--- config.mk ---
export PLATFORM = sky130hd
export DESIGN_NAME = gesture_confirm_filter
export DESIGN_NICKNAME = d
export VERILOG_FILES = /design/src/rtl/gesture_confirm_filter.sv
export SDC_FILE = /design/constraint.sdc
export NUM_CORES = 1
export LEC_CHECK = 0
export ABC_AREA = 1
export BUFFER_PORTS_ARGS = -buffer_cell sky130_fd_sc_hd__buf_2
export CORE_MARGIN = 4
export CORE_UTILIZATION = 50
export DETAILED_ROUTE_END_ITERATION = 6
export PLACE_DENSITY = 0.75
export SLEW_MARGIN = 20
export SYNTH_ARGS = -nofsm -noshare
export SYNTH_HDL_FRONTEND = slang
export SYNTH_SLANG_ARGS = --single-unit
export TNS_END_PERCENT = 30
--- constraint.sdc ---
create_clock -name clk -period 3.2 [get_ports clk]
set_input_delay 0.32 -clock clk [delete_from_list [all_inputs] [get_ports clk]]
set_output_delay 0.32 -clock clk [all_outputs]
set_load 0.01 [all_outputs]
--- src/rtl/gesture_confirm_filter.sv ---
// gesture_confirm_filter
// Debounces classifier results: a gesture is reported only after CONFIRM_COUNT
// consecutive passing windows agree on the same direction. The report is held
// on a valid/ready interface, and a cooldown follows each accepted report so
// that one physical swipe yields a single report.
//
// Optional feature macro: GESTURE_CONFIRM_TIMEOUT_EN
//   When defined, a candidate in CONFIRM is abandoned after TIMEOUT_CYCLES
//   consecutive cycles without an in_valid strobe. When undefined, no idle
//   counter exists and TIMEOUT_CYCLES has no effect.
module gesture_confirm_filter #(
    parameter int CONFIRM_COUNT   = 3,
    parameter int COOLDOWN_CYCLES = 1_200_000,
    parameter int TIMEOUT_CYCLES  = 6_000_000
) (
    input  logic       clk,
    input  logic       rst,
    input  logic       in_valid,
    input  logic       in_pass,
    input  logic [1:0] in_gesture,
    output logic       out_valid,
    input  logic       out_ready,
    output logic [1:0] out_gesture,
    output logic       busy
);

    // A zero-cycle cooldown would give a zero-width counter, so keep at least one bit.
    localparam int CNT_W = $clog2(CONFIRM_COUNT + 1);
    localparam int CD_W  = (COOLDOWN_CYCLES > 0) ? $clog2(COOLDOWN_CYCLES + 1) : 1;

    // Agree count value that, incremented once more, completes a confirmation.
    localparam logic [CNT_W-1:0] CNT_LAST = CNT_W'(CONFIRM_COUNT - 1);
    localparam logic [CD_W-1:0]  CD_LOAD  = CD_W'(COOLDOWN_CYCLES);

    localparam logic [1:0] ST_IDLE     = 2'd0;
    localparam logic [1:0] ST_CONFIRM  = 2'd1;
    localparam logic [1:0] ST_PENDING  = 2'd2;
    localparam logic [1:0] ST_COOLDOWN = 2'd3;

    logic [1:0]       state_q, state_d;
    logic [1:0]       cand_q, cand_d;
    logic [CNT_W-1:0] cnt_q, cnt_d;
    logic [CD_W-1:0]  cd_q, cd_d;
    logic             out_valid_q, out_valid_d;
    logic [1:0]       out_gesture_q, out_gesture_d;
    logic             busy_q, busy_d;

`ifdef GESTURE_CONFIRM_TIMEOUT_EN
    localparam int TMO_W = (TIMEOUT_CYCLES > 0) ? $clog2(TIMEOUT_CYCLES + 1) : 1;
    localparam logic [TMO_W-1:0] TMO_LAST = TMO_W'((TIMEOUT_CYCLES > 0) ? TIMEOUT_CYCLES - 1 : 0);
    logic [TMO_W-1:0] tmo_q, tmo_d;
`endif

    // Next-state logic: candidate tracking, handshake, cooldown and registered output values.
    always_comb begin
        state_d       = state_q;
        cand_d        = cand_q;
        cnt_d         = cnt_q;
        cd_d          = cd_q;
        out_gesture_d = out_gesture_q;
`ifdef GESTURE_CONFIRM_TIMEOUT_EN
        tmo_d         = tmo_q;
`endif

        case (state_q)
            ST_IDLE: begin
                if (in_valid && in_pass) begin
                    cand_d = in_gesture;
                    cnt_d  = CNT_W'(1);
                    if (CONFIRM_COUNT == 1) begin
                        state_d = ST_PENDING;
                    end else begin
                        state_d = ST_CONFIRM;
                    end
`ifdef GESTURE_CONFIRM_TIMEOUT_EN
                    tmo_d = '0;
`endif
                end
            end

            ST_CONFIRM: begin
                if (in_valid) begin
`ifdef GESTURE_CONFIRM_TIMEOUT_EN
                    tmo_d = '0;
`endif
                    if (!in_pass) begin
                        cnt_d   = '0;
                        state_d = ST_IDLE;
                    end else if (in_gesture == cand_q) begin
                        if (cnt_q == CNT_LAST) begin
                            cnt_d   = '0;
                            state_d = ST_PENDING;
                        end else begin
                            cnt_d = cnt_q + CNT_W'(1);
                        end
                    end else begin
                        cand_d = in_gesture;
                        cnt_d  = CNT_W'(1);
                    end
                end else begin
`ifdef GESTURE_CONFIRM_TIMEOUT_EN
                    if ((TIMEOUT_CYCLES > 0) && (tmo_q == TMO_LAST)) begin
                        tmo_d   = '0;
                        cnt_d   = '0;
                        state_d = ST_IDLE;
                    end else begin
                        tmo_d = tmo_q + TMO_W'(1);
                    end
`endif
                end
            end

            ST_PENDING: begin
                if (out_ready) begin
                    if (COOLDOWN_CYCLES == 0) begin
                        state_d = ST_IDLE;
                    end else begin
                        cd_d    = CD_LOAD;
                        state_d = ST_COOLDOWN;
                    end
                end
            end

            ST_COOLDOWN: begin
                if (cd_q <= CD_W'(1)) begin
                    cd_d    = '0;
                    state_d = ST_IDLE;
                end else begin
                    cd_d = cd_q - CD_W'(1);
                end
            end

            default: begin
                state_d = ST_IDLE;
            end
        endcase

        out_valid_d = (state_d == ST_PENDING);
        busy_d      = (state_d == ST_PENDING) || (state_d == ST_COOLDOWN);
        if ((state_d == ST_PENDING) && (state_q != ST_PENDING)) begin
            out_gesture_d = cand_d;
        end
    end

    // State and output registers; reset drops any pending report and clears all counters.
    always_ff @(posedge clk) begin
        if (rst) begin
            state_q       <= ST_IDLE;
            cand_q        <= '0;
            cnt_q         <= '0;
            cd_q          <= '0;
            out_valid_q   <= 1'b0;
            out_gesture_q <= '0;
            busy_q        <= 1'b0;
`ifdef GESTURE_CONFIRM_TIMEOUT_EN
            tmo_q         <= '0;
`endif
        end else begin
            state_q       <= state_d;
            cand_q        <= cand_d;
            cnt_q         <= cnt_d;
            cd_q          <= cd_d;
            out_valid_q   <= out_valid_d;
            out_gesture_q <= out_gesture_d;
            busy_q        <= busy_d;
`ifdef GESTURE_CONFIRM_TIMEOUT_EN
            tmo_q         <= tmo_d;
`endif
        end
    end

    assign out_valid   = out_valid_q;
    assign out_gesture = out_gesture_q;
    assign busy        = busy_q;

endmodule

==> out/qor.csv <==
metric,value,unit
insertion_delay,290,ps
drv_slew,0,
antenna_found_initial,0,
cts_setup_buffers,0,
routedWlPerCell,12.51,µm
p_per_area,353.8,nW/µm²
r2r_end,cd_q[2]$_SDFFE_PP0P_,
drive_above_1_share,16.11,%
critPathMaxFanout,12,
start_kind,register,
grt_max_degree,16,
fmax,590.5,MHz
ir_worst_vdd,0.2593,mV
pin_count,11,
syn_nets,293,
syn_avg_cell_area,6.591,µm²
clockRootBuffer,clkbuf_8,
worst_path_dominant_cell_family,simple AND/OR/NAND/NOR gates,
r2r_setup_slack,1510,ps
yosys_warnings,0,
grt_pass1_wl,7.217,mm
die_h,69.19,µm
crit_buf_inv,2,
drtIter0Drc,109,
hpwl,3.166,mm
worst_slew_pin_slew,577.6,ps
required,3370,ps
diodes,0,
post_cts_resized,0,
io_buffers,10,
period_needed,1694,ps
clkTransAtPathRegs,60,ps
leakage,1.027,nW
worst_hold_path_type,in2reg,
core_area,3468,µm²
cp.depth,7,
setup_slack,1506,ps
rows,21,
critPathSlowestCell,nor2_2,
clock_path_buffers,2,
yosysSeqAreaShare,32.09,%
synthCells,284,
overflow,0,
status,finished clean,
finalCritPeriodShare,52.92,%
viasPerCell,5.119,
finalHoldViolCount,0,
tns,0,ps
track_usage,18.82,%
crit-reg2reg-launch,state_q[1]$_SDFF_PP0_,
critPathLaunch,state_q[1]$_SDFF_PP0_,
dp_slack,1549,ps
critPathMaxStageDelay,470,ps
synth_cell_types,29,
slew_headroom,61.45,%
worstSetupEndpointType,register,
drtPass1Iterations,4,
place_congestion,0.9242,
fillers,354,
finalSetupViolations,0,
nNetsFinal,307,
path_cells,nand2_4 -> inv_2 -> nor2_2 -> inv_4 -> nand2_1 -> xor2_1 -> nor2_1,
drv_cap,0,
r2r.worst_path.cells,7,
routed_wl,4.305,mm
worstSetupPathType,reg2reg,
crit_arrival,1870,ps
fin_worst_skew,3.337,ps
cts.sinks,30,
syn_to_final_growth,9.158,%
die_area,4787,µm²
cts_hold_buf,0,
cts_max_level,2,
die_width,69.19,µm
start_util,53.97,%
postLayoutCoreUtil,58.91,%
synth-seq-cells,30,
route.vias.total,1761,
cts-buffers-inserted,5,
grt_pass1_vias,1602,
drc_errors,0,
crit_end,cd_q[2]$_SDFFE_PP0P_,
mappedNetlistArea,1872,µm²
cts_tree,yes,
rsz0062_at_grt,no,
antenna_left,0,
==> through the flow <==
| step | hold WS [ps] | cells | instance area (µm²) | power [mW] |
|---|---|---|---|---|
| after floorplan | 389.1 | 284 | 1872 | 0.4276 |
| after global placement | 433.0 | 337 | 1964 | 0.4413 |
| after detailed placement | 442.2 | 337 | 1964 | 0.4421 |
| after CTS | 349.2 | 344 | 2043 | 0.7287 |
| after global routing | 373.0 | 344 | 2043 | 0.7568 |
| final | 355.4 | 344 | 2043 | 0.7228 |
==> synth_stat cells <==
cell type	n	area, µm²
o21a_1	5	37.54
nor4_1	1	6.260
or2_0	1	6.260
nor2_8	1	20.02
nand3_2	2	20.02
ha_1	2	25.02
buf_4	1	7.510
xor2_1	5	43.79
a21o_1	1	7.510
inv_4	1	6.260
nand3_1	21	105.1
or2_2	2	12.51
inv_2	4	15.01
nand2_4	3	33.78
o21bai_1	1	7.510
nand2_1	64	240.2
xnor2_1	4	35.03
clkbuf_1	1	3.750
nor3_1	2	10.01
dfxtp_1	30	600.6
nand2_2	5	31.28
nand4_1	4	25.02
nor2_2	7	43.79
nor2_4	6	67.56
a21oi_1	21	105.1
nor2_1	46	172.7
buf_1	1	3.750
inv_1	25	93.84
o21ai_0	17	85.08
==> area by class of cell <==
| type | instances | area [µm²] | share of cell area (%) |
|---|---|---|---|
| Multi-Input combinational cell | 221 | 1141 | 55.85 |
| Clock buffer | 5 | 68.82 | 3.368 |
| Tap cell | 46 | 57.56 | 2.817 |
| Clock inverter | 2 | 10.01 | 0.4899 |
| Timing Repair Buffer | 10 | 50.05 | 2.449 |
| Inverter | 30 | 115.1 | 5.634 |
| Sequential cell | 30 | 600.6 | 29.39 |
==> power by group <==
group	internal [mW]	switching (mW)	total (mW)
registers	0.379	0.00490	0.384
clock network	0.145	0.143	0.288
logic	0.0182	0.0327	0.0508
total	0.542	0.181	0.723
==> cell families (layout without fill, tap and decap cells) <==
kind of cell               after synthesis  count (layout)  share of synthesized area (%)
buffers and inverters                   33              47                          6.952
AOI/OAI and AO/OA                       45              45                          12.97
DFF                                     30              30                          32.09
adders and majority gates                2               2                          1.337
and+or+nand+nor                        165             165                          42.45
xor gates and xnor gates                 9               9                          4.211
==> layout by cell type (no fill, tap or decap), drive strengths merged <==
master	netlist	layout
nor4	1	1
nand4	4	4
xor2	5	5
nand3	23	23
nor2	60	60
or2	3	3
o21a	5	5
ha	2	2
a21o	1	1
a21oi	21	21
clkinv	0	2
inv	30	30
dfxtp	30	30
buf	2	10
nand2	72	72
o21ai	17	17
xnor2	4	4
nor3	2	2
clkbuf	1	5
o21bai	1	1
==> flip-flops by register name, summed over array words and instances (netlist names) <==
register,count
cand_q,2
cnt_q,2
state_q,2
out_valid,1
cd_q,21
out_gesture,2
==> worst min path at each step <==
stage	start	endpoint	slack [ps]	cells after the start
2_1_floorplan	rst	cd_q[20]$_SDFFE_PP0P_	390	1
3_3_place_gp	out_gesture[0]$_SDFFE_PP0P_	out_gesture[0]$_SDFFE_PP0P_	430	2
3_5_place_dp	out_gesture[1]$_SDFFE_PP0P_	out_gesture[1]$_SDFFE_PP0P_	440	2
4_1_cts	in_pass	cnt_q[0]$_SDFFE_PP0P_	350	3
5_1_grt	in_pass	cnt_q[0]$_SDFFE_PP0P_	370	3
6_report	in_pass	cnt_q[0]$_SDFFE_PP0P_	360	3
==> worst reg2reg max path: stages, from the launching register on <==
cell and delay (ps):
dfxtp_1 390, nand2_4 180, inv_2 80, nor2_2 470, inv_4 110, nand2_1 100, xor2_1 170, nor2_1 70
==> per-layer routing <==
metal  vias up  global-route usage (%)  routed length (µm)
met3         6                   4.348                 153
met4         0                   7.809                  74
met1       777                   24.49                2084
li1        941                       -                   -
met2        37                   29.77                1993
met5         -                       0                   0
Note: power is estimated with default switching activity, not from simulation.
